===== src/rtl/ssenc_capture_if.sv =====
// Digit-in / frame-out handshake bundle for ssenc_capture.
// master = digit source and frame consumer side, slave = the capture block.
interface ssenc_capture_if #(
    parameter int NUM_DIGITS = 4
);
    logic [6:0]              seg_in;
    logic                    seg_valid;
    logic                    seg_ready;
    logic [4*NUM_DIGITS-1:0] value;
    logic                    value_valid;
    logic                    value_ready;
    logic                    err;
    logic [NUM_DIGITS-1:0]   blank_mask;

    modport master (
        output seg_in, seg_valid, value_ready,
        input  seg_ready, value, value_valid, err, blank_mask
    );

    modport slave (
        input  seg_in, seg_valid, value_ready,
        output seg_ready, value, value_valid, err, blank_mask
    );
endinterface


===== src/rtl/ssenc_capture.sv =====
// Seven-segment pattern to nibble capture: assembles NUM_DIGITS digits (MSD first) into one frame.
// Optional SSENC_STRICT_BLANK_EN: a blank following a non-blank digit in the same frame sets err.
module ssenc_capture #(
    parameter int NUM_DIGITS = 4
) (
    input  logic               clk,
    input  logic               nrst,
    input  logic               clear,
    ssenc_capture_if.slave     bus
);
    localparam int VW = 4 * NUM_DIGITS;
    localparam int CW = $clog2(NUM_DIGITS + 1);

    typedef enum logic [1:0] {IDLE, COLLECT, DONE} state_t;

    state_t                state, state_nxt;
    logic [CW-1:0]         cnt;
    logic [VW-1:0]         value_r;
    logic                  err_r;
    logic [NUM_DIGITS-1:0] blank_r;
    logic [3:0]            nib;
    logic                  dig_bad, dig_blank, dig_err, acc, last;

    // Returns {invalid, blank, nibble}
    function automatic logic [5:0] decode(input logic [6:0] seg);
        case (seg)
            7'b0111111: decode = {2'b00, 4'h0};
            7'b0000110: decode = {2'b00, 4'h1};
            7'b1011011: decode = {2'b00, 4'h2};
            7'b1001111: decode = {2'b00, 4'h3};
            7'b1100110: decode = {2'b00, 4'h4};
            7'b1101101: decode = {2'b00, 4'h5};
            7'b1111101: decode = {2'b00, 4'h6};
            7'b0000111: decode = {2'b00, 4'h7};
            7'b1111111: decode = {2'b00, 4'h8};
            7'b1100111: decode = {2'b00, 4'h9};
            7'b1110111: decode = {2'b00, 4'hA};
            7'b1111100: decode = {2'b00, 4'hB};
            7'b0111001: decode = {2'b00, 4'hC};
            7'b1011110: decode = {2'b00, 4'hD};
            7'b1111001: decode = {2'b00, 4'hE};
            7'b1110001: decode = {2'b00, 4'hF};
            7'b0000000: decode = {2'b01, 4'h0};
            default:    decode = {2'b10, 4'h0};
        endcase
    endfunction

    assign {dig_bad, dig_blank, nib} = decode(bus.seg_in);
    assign acc  = bus.seg_valid & bus.seg_ready;
    assign last = (cnt == CW'(NUM_DIGITS - 1));

`ifdef SSENC_STRICT_BLANK_EN
    logic seen;

    // seen is only meaningful mid-frame; it is reloaded on every first digit
    assign dig_err = dig_bad | (dig_blank & seen & (state == COLLECT));

    always_ff @(posedge clk or negedge nrst) begin
        if (!nrst)
            seen <= 1'b0;
        else if (clear)
            seen <= 1'b0;
        else if (acc && state == IDLE)
            seen <= ~dig_blank;
        else if (acc)
            seen <= seen | ~dig_blank;
    end
`else
    assign dig_err = dig_bad;
`endif

    assign bus.seg_ready   = (state != DONE);
    assign bus.value_valid = (state == DONE);
    assign bus.value       = value_r;
    assign bus.err         = err_r;
    assign bus.blank_mask  = blank_r;

    always_ff @(posedge clk or negedge nrst) begin
        if (!nrst)
            state <= IDLE;
        else
            state <= state_nxt;
    end

    always_comb begin
        state_nxt = state;
        case (state)
            IDLE:    if (acc) state_nxt = last ? DONE : COLLECT;
            COLLECT: if (acc && last) state_nxt = DONE;
            DONE:    if (bus.value_ready) state_nxt = IDLE;
            default: state_nxt = IDLE;
        endcase
        if (clear)
            state_nxt = IDLE;
    end

    always_ff @(posedge clk or negedge nrst) begin
        if (!nrst) begin
            cnt     <= '0;
            value_r <= '0;
            err_r   <= 1'b0;
            blank_r <= '0;
        end else if (clear) begin
            cnt     <= '0;
            value_r <= '0;
            err_r   <= 1'b0;
            blank_r <= '0;
        end else if (acc && state == IDLE) begin
            cnt     <= CW'(1);
            value_r <= VW'(nib);
            err_r   <= dig_err;
            blank_r <= NUM_DIGITS'(dig_blank);
        end else if (acc) begin
            cnt     <= cnt + CW'(1);
            value_r <= (value_r << 4) | VW'(nib);
            err_r   <= err_r | dig_err;
            blank_r <= (blank_r << 1) | NUM_DIGITS'(dig_blank);
        end else if (state == DONE && bus.value_ready) begin
            cnt     <= '0;
        end
    end
endmodule


===== src/flat_wrapper.sv =====
// flat-port wrapper written by rule: the top's interface ports become plain ports
module ssenc_capture_flat 
#(
    parameter int NUM_DIGITS = 4
)
  (clk, nrst, clear, bus_seg_in, bus_seg_valid, bus_value_ready, bus_seg_ready, bus_value, bus_value_valid, bus_err, bus_blank_mask);
  ssenc_capture_if #(.NUM_DIGITS(NUM_DIGITS)) bus_i ();
  input  logic clk;
  input  logic nrst;
  input  logic clear;
  input wire logic [$bits(bus_i.seg_in)-1:0] bus_seg_in;
  input wire logic [$bits(bus_i.seg_valid)-1:0] bus_seg_valid;
  input wire logic [$bits(bus_i.value_ready)-1:0] bus_value_ready;
  output wire logic [$bits(bus_i.seg_ready)-1:0] bus_seg_ready;
  output wire logic [$bits(bus_i.value)-1:0] bus_value;
  output wire logic [$bits(bus_i.value_valid)-1:0] bus_value_valid;
  output wire logic [$bits(bus_i.err)-1:0] bus_err;
  output wire logic [$bits(bus_i.blank_mask)-1:0] bus_blank_mask;
  assign bus_i.seg_in = bus_seg_in;
  assign bus_i.seg_valid = bus_seg_valid;
  assign bus_i.value_ready = bus_value_ready;
  assign bus_seg_ready = bus_i.seg_ready;
  assign bus_value = bus_i.value;
  assign bus_value_valid = bus_i.value_valid;
  assign bus_err = bus_i.err;
  assign bus_blank_mask = bus_i.blank_mask;
  ssenc_capture #(.NUM_DIGITS(NUM_DIGITS)) u_core (.clk(clk), .nrst(nrst), .clear(clear), .bus(bus_i));
endmodule

===== config.mk =====
export PLATFORM = sky130hd
export DESIGN_NAME = ssenc_capture_flat
export DESIGN_NICKNAME = d
export VERILOG_FILES = /design/src/rtl/ssenc_capture_if.sv /design/src/rtl/ssenc_capture.sv /design/src/flat_wrapper.sv
export SDC_FILE = /design/constraint.sdc
export NUM_CORES = 1
export LEC_CHECK = 0
export CAP_MARGIN = 20
export CORE_MARGIN = 5
export CORE_UTILIZATION = 44
export CTS_CLUSTER_SIZE = 8
export DETAILED_ROUTE_END_ITERATION = 7
export HOLD_SLACK_MARGIN = 0.03
export PLACE_DENSITY = 0.85
export SLEW_MARGIN = 20
export SYNTH_ARGS = -nofsm -noshare
export SYNTH_HDL_FRONTEND = slang
export SYNTH_SLANG_ARGS = --single-unit

===== constraint.sdc =====
create_clock -name clk -period 1.3 [get_ports clk]
set_input_delay 0.39 -clock clk [delete_from_list [all_inputs] [get_ports clk]]
set_output_delay 0.39 -clock clk [all_outputs]
set_load 0.02 [all_outputs]

==> results of run 1 <==
placed cells by master (no fill, tap or decap), types with 4 or more instances in the layout:
| cell type | n |
|---|---|
| a21oi_1 | 6 |
| buf_4 | 62 |
| clkbuf_2 | 4 |
| buf_6 | 27 |
| nor2_1 | 13 |
| nand2_1 | 6 |
| nand3_1 | 5 |
| a22o_1 | 15 |
| dfrtp_1 | 26 |
| buf_2 | 5 |
flip-flops by register name, summed over array words and instances (netlist names):
register               count
u_core.bus.blank_mask      4
u_core.bus.err             1
u_core.bus.value          16
u_core.cnt                 3
u_core.state               2
how the worst max path moves through the flow:
stage	start	to	slack [ns]	cells past startpoint
final	u_core.state[0]$_DFFE_PN0P_	bus_value_valid	-0.15	3
after floorplan	u_core.state[0]$_DFFE_PN0P_	u_core.bus.blank_mask[2]$_DFFE_PN0P_	-0.01	6
after detailed placement	bus_seg_in[1]	u_core.bus.err$_DFFE_PN0P_	-0.75	7
after global routing	u_core.state[1]$_DFFE_PN0P_	u_core.bus.err$_DFFE_PN0P_	-0.18	6
after CTS	u_core.state[0]$_DFFE_PN0P_	bus_value_valid	-0.15	3
after global placement	bus_seg_in[1]	u_core.bus.err$_DFFE_PN0P_	-0.73	7
metal layers:
metal,GRT usage,up-vias
met4,0.144,0
met5,0,-
met1,0.234,820
met2,0.418,93
met3,0.0296,22
li1,-,759
what timing repair did:
| item | in CTS | in global routing |
|---|---|---|
| pin swaps | 15 | 9 |
| gates resized for setup | 139 | 56 |
| endpoints found under the setup margin | 47 | 46 |
| buffers inserted | 13 | 12 |
report_power, final:
part | internal (mW) | switching (mW) | total (mW)
Combinational | 0.212 | 0.234 | 0.445
Sequential | 0.826 | 0.0141 | 0.841
Clock | 0.312 | 0.258 | 0.570
area by class of cell:
class	count	area [µm²]
tap	46	57.6
sequential	26	651
multi-input combinational	108	888
clock buffer	3	22.5
clock inverter	1	30.0
timing repair buffer	107	942
inverter	4	15.0
fill	205	704
worst register-to-register path, cell delays in order, from the launching register on:
cell and delay, ns:
dfrtp_1 0.41, nand2b_4 0.16, buf_4 0.15, and2_4 0.18, a211oi_4 0.24, nand2_1 0.09, o31ai_1 0.08
per-stage QoR:
step / utilization / setup WS [ns] / instances / hold slack, ns
after floorplan: - / -0.0141 / 149 / 0.0944
after global placement: 0.659 / -0.734 / 266 / 0.463
after detailed placement: 0.659 / -0.753 / 266 / 0.496
after CTS: 0.706 / -0.150 / 283 / 0.401
after global routing: 0.787 / -0.184 / 295 / 0.386
final: 0.787 / -0.155 / 295 / 0.390
logic make-up (layout without fill, tap and decap cells):
group	Yosys count	count (layout)	share of synthesized area
AO/OA/AOI/OAI	48	48	0.250
XOR/XNOR	2	2	0.0169
adder cells (fa/ha/maj)	2	2	0.0169
buffers and inverters	15	115	0.0607
flip-flops	26	26	0.439
AND/OR/NAND/NOR	56	56	0.217
Yosys cell counts (3+ instances only):
library cell   n
a311oi_1       3
inv_1          4
nor3b_1        3
and2_1         3
buf_4          6
a22o_1        15
a21oi_1        7
buf_2          3
dfrtp_1       26
a31oi_1        3
nor3_1         4
nand2_1        9
nor2_1        14
nand3_1        5
==> results.md, run 1 <==
* Wire per inst at 19.0 µm
* Syn_area_per_cell at 9.95 µm²
* WL met3 at 368 µm
* Post-route cell area at 0.00261 mm²
* R2R Path Start: u_core.state[0]$_DFFE_PN0P_
* GRT Residual Overflow at 0
* Vias/cell at 5.74
* PD cells at 712 mW/mm²
* Crit Reg-Reg Endpoint: u_core.cnt[2]$_DFFE_PN0P_
* Ports at 35
* Die area at 0.00463 mm²
* Die height at 68.1 µm
* Critical path, cell by cell: nand2b_4 -> inv_2 -> buf_6
* CP top delay family: flip-flops
* Top FF cell, synth: dfrtp_1
* Worst EP arrival at 1.06 ns
* Cell taking the most area after synthesis: dfrtp_1
* FF-to-FF setup slack at -0.09 ns
* ANT cells at 0
* Hold crit path type: in -> async
* WL final at 5610 µm
* Routed met1 length at 2020 µm
* Core area at 0.00331 mm²
* Global-route wire length before repair at 7730 µm
* Seq/Total Area, Yosys at 0.439
* CTS Root Buffer Type: clkbuf_4
* GRT Util Overall at 0.225
* Period utilization at 1.12
* Post-synth net total at 163
* Post-synth EDFFs at 0
* Row count at 21
* Post-synth ARST share at 1.00
* Clock slew at reported path FFs at 0.16 ns
* Total vias in the final route at 1694
* Total power at 1.86 mW
* Buf/Inv on CP at 2
* Slew Limit Fails at 0
* Htree depth at 1
* #FFs+latches synth at 26
* Layout cell share with drive strength beyond 1 at 0.538
* Worst Setup Start Kind: register
* WL met2 at 2990 µm
* PnR worst setup slack at -0.155 ns
* CP Class: reg -> out
* I/O Buffers at 34
* Initial core utilization at 0.448
* Initial antenna violation count at 0
* Die Wd at 68.1 µm
* Worst path required time at 0.91 ns
* Min cycle time layout at 1.45 ns
* DP HPWL at 3240 µm
* Slowest stage delay, CP at 0.41 ns
* Final clock skew at 0.0114 ns
* Yosys warns at 0
* Fin nets at 264
* Leakage at 1.25 nW
* Main area contributors after synthesis: dfrtp_1, a22o_1, nor2_1, buf_4, a21oi_1
* Final hold vios at 0
* Post-Syn Area at 0.00148 mm²
* Layout area overhead at 75.8%
* Worst reg2reg path depth at 6
* Worst-skew pair later-pin latency at 0.33 ns
* Vias in the first global route at 1691
* CP max FO at 3
* Total negative slack at -1.35 ns
* Bufs on Longest Clock Path at 2
* Dpl cell area at 0.00218 mm²
* Slowest CP cell: dfrtp_1
* Status: finished, violations left
* CTS tree: built
* Max frequency at 687 MHz
* CTS buffer count at 3
* Post-CTS Hold Fix Bufs at 0
* Yosys top cell area share at 0.439
* Initial DRT Pass Iterations at 4
* Rel. slew slack at 0.791
* Critical path endpoint category: output port
* Initial DRC count at 169
* Detailed-route DRC error count at 0
* Top layer in use: met4
* Post-Syn Instances at 149
* ANT nets after route at 0
* Least-Margin Pin Slew at 0.309 ns
* Failing checks: negative setup slack
* Clock sinks at 26
* Maxcap violations at 0
* Placer Congestion at 0.892
* Synth unique cells at 49
* # setup viols final at 30
* Pin count of the biggest net entering global routing at 27
* RSZ-0062 raised after global routing: true
* Max VDD drop at 450 µV
(Power assumes the default switching activity.)
==> inputs of run 2 (changes only) <==
--- a/config.mk
+++ b/config.mk
@@ -12,6 +12,7 @@
 export DETAILED_ROUTE_END_ITERATION = 7
 export HOLD_SLACK_MARGIN = 0.03
 export PLACE_DENSITY = 0.85
+export REMOVE_ABC_BUFFERS = 1
 export SLEW_MARGIN = 20
 export SYNTH_ARGS = -nofsm -noshare
 export SYNTH_HDL_FRONTEND = slang
==> constraint.sdc (replaced) <==
create_clock -name clk -period 1.3 [get_ports clk]
set_input_delay 0.39 -clock clk [delete_from_list [all_inputs] [get_ports clk]]
set_output_delay 0.39 -clock clk [all_outputs]
set_load 0.05 [all_outputs]
==> results.md, run 2 (same netlist as run 1, synthesis figures left out) <==
* Status: finished, violations left (unchanged)
* Failing checks: negative setup slack (unchanged)
* Worst Hold Slack at 0.399 ns (was 0.390 ns)
* Routed met1 length at 2620 µm (was 2020 µm)
* DP HPWL at 3270 µm (was 3240 µm)
* Commonest non-fill, non-tap cell in the layout: buf_4 (unchanged)
* Most frequent cells in the layout: buf_4, buf_12, dfrtp_1 (was buf_4, buf_6, dfrtp_1)
* Post-route cell area at 0.00291 mm² (was 0.00261 mm²)
* Crit Reg-Reg Endpoint: u_core.bus.err$_DFFE_PN0P_ (was u_core.cnt[2]$_DFFE_PN0P_)
* Clock sinks at 26 (unchanged)
* Min cycle time layout at 1.65 ns (was 1.45 ns)
* GRT Util Overall at 0.272 (was 0.225)
* GRT Residual Overflow at 0 (unchanged)
* Total vias in the final route at 1974 (was 1694)
* DP Cell Count at 249 (was 266)
* Most frequent CP cell: buf_4
* Die height at 68.1 µm (unchanged)
* Initial DRC count at 247 (was 169)
* Bufs on Longest Clock Path at 2 (unchanged)
* Vias in the first global route at 1775 (was 1691)
* Final hold vios at 0 (unchanged)
* Slew Limit Fails at 0 (unchanged)
* Total power at 2.02 mW (was 1.86 mW)
* Leakage at 1.30 nW (was 1.25 nW)
* Worst-skew pair later-pin latency at 0.36 ns (was 0.33 ns)
* WL met3 at 722 µm (was 368 µm)
* Wire per inst at 25.8 µm (was 19.0 µm)
* PD cells at 695 mW/mm² (was 712 mW/mm²)
* Global-route wire length before repair at 9160 µm (was 7730 µm)
* Detailed-route DRC error count at 0 (unchanged)
* Worst path required time at 1.57 ns (was 0.91 ns)
* Top layer in use: met5 (was met4)
* FF-to-FF setup slack at -0.35 ns (was -0.09 ns)
* CTS tree: built (unchanged)
* Fin nets at 265 (was 264)
* Ports at 35 (unchanged)
* I/O Buffers at 34 (unchanged)
* Dpl cell area at 0.00228 mm² (was 0.00218 mm²)
* RSZ-0062 raised after global routing: true (unchanged)
* Clock slew at reported path FFs at 0.16 ns (about the same)
* Worst EP arrival at 1.92 ns (was 1.06 ns)
* Post-CTS Hold Fix Bufs at 0 (unchanged)
* Number of flip-flops in the largest register at 16 (unchanged)
* Period utilization at 1.27 (was 1.12)
* Initial core utilization at 0.448 (unchanged)
* Crit path depth at 7 (was 3)
* Slowest CP cell: dfrtp_1 (unchanged)
* Worst reg2reg path depth at 7 (was 6)
* Maxcap violations at 0 (unchanged)
* Fillers at 137 (was 205)
* Rel. slew slack at 0.718 (was 0.791)
* CTS Root Buffer Type: clkbuf_4 (unchanged)
* Slowest stage delay, CP at 0.46 ns (was 0.41 ns)
* Layout area overhead at 96.1% (was 75.8%)
* Initial antenna violation count at 1 (was 0)
* ANT cells at 0 (unchanged)
* CTS buffer count at 3 (unchanged)
* Max VDD drop at 509 µV (was 450 µV)
* Hold crit path type: in -> async (unchanged)
* CP max FO at 3 (unchanged)
* Initial DRT Pass Iterations at 5 (was 4)
* Htree depth at 1 (unchanged)
* Die Wd at 68.1 µm (unchanged)
* CP Class: reg -> reg (was reg -> out)
* R2R Path Start: u_core.state[1]$_DFFE_PN0P_ (was u_core.state[0]$_DFFE_PN0P_)
* Least-Margin Pin Slew at 0.422 ns (was 0.309 ns)
* Critical path, cell by cell: nand2b_4 -> buf_4 -> buf_4 -> nand2_4 -> a311oi_2 -> o211ai_1 -> o31ai_1 (was nand2b_4 -> inv_2 -> buf_6)
* Max frequency at 606 MHz (was 687 MHz)
* Total negative slack at -4.86 ns (was -1.35 ns)
* Die area at 0.00463 mm² (unchanged)
* Pin count of the biggest net entering global routing at 27 (unchanged)
* Post-Place Setup Slack at -0.777 ns (was -0.753 ns)
* CP top delay family: compound AO/OA/AOI/OAI gates (was flip-flops)
* Critical path endpoint category: register (was output port)
* ANT nets after route at 0 (unchanged)
* Final core occ at 0.878 (was 0.787)
* Buf/Inv on CP at 2 (unchanged)
* Vias/cell at 6.67 (was 5.74)
* Placer Congestion at 0.907 (was 0.892)
* Core area at 0.00331 mm² (unchanged)
* Layout cell share with drive strength beyond 1 at 0.604 (was 0.538)
* Final clock skew at 0.00307 ns (was 0.0114 ns)
* PnR worst setup slack at -0.351 ns (was -0.155 ns)
* # setup viols final at 47 (was 30)
* WL final at 7630 µm (was 5610 µm)
* Final non-filler cell total at 296 (was 295)
* Worst Setup Start Kind: register (unchanged)
* Row count at 21 (unchanged)
* WL met2 at 3730 µm (was 2990 µm)
[run 2: changes by cell type in the layout (fill, tap and decap cells not counted), sizes merged]
cell           previous run  this run
dlymetal6s2s              1         0
clkdlybuf4s15             1         0
buf                      98       100
dlygate4sd2               1         2
[run 2: report_power, final]
| part | switching, mW | leakage (nW) | internal (mW) |
|---|---|---|---|
| logic | 0.311 | 0.917 | 0.255 |
| clock network | 0.293 | 0.0279 | 0.313 |
| registers | 0.0229 | 0.353 | 0.827 |
[run 2: how the worst max path moves through the flow]
stage | from | endpoint | slack [ns]
floorplan | u_core.state[0]$_DFFE_PN0P_ | u_core.cnt[1]$_DFFE_PN0P_ | -0.18
global placement | bus_seg_in[1] | u_core.bus.err$_DFFE_PN0P_ | -0.69
detailed placement | bus_seg_in[3] | u_core.bus.err$_DFFE_PN0P_ | -0.78
CTS | u_core.state[0]$_DFFE_PN0P_ | bus_value_valid | -0.29
global route | u_core.state[1]$_DFFE_PN0P_ | u_core.bus.err$_DFFE_PN0P_ | -0.39
finish | u_core.state[1]$_DFFE_PN0P_ | u_core.bus.err$_DFFE_PN0P_ | -0.35
[run 2: final cells by class]
cell class	count	area, µm²	share of cell area
timing repair buffer	108	1150	0.395
clock inverter	1	30.0	0.0103
multi-input combinational	108	980	0.337
clock buffer	3	22.5	0.00775
tap	46	57.6	0.0198
sequential	26	653	0.225
inverter	4	17.5	0.00602
[run 2: per-layer routing]
| metal | global-route usage | vias to the layer above |
|---|---|---|
| li1 | - | 762 |
| met1 | 0.304 | 954 |
| met2 | 0.481 | 191 |
| met3 | 0.0328 | 65 |
| met4 | 0.179 | 2 |
| met5 | 0 | - |
[run 2: what timing repair did]
item | in CTS | in global routing
resized for setup | 55 | 35
setup endpoints to repair | 47 | 47
setup buffers | 28 | 17
pin swaps | 10 | 14
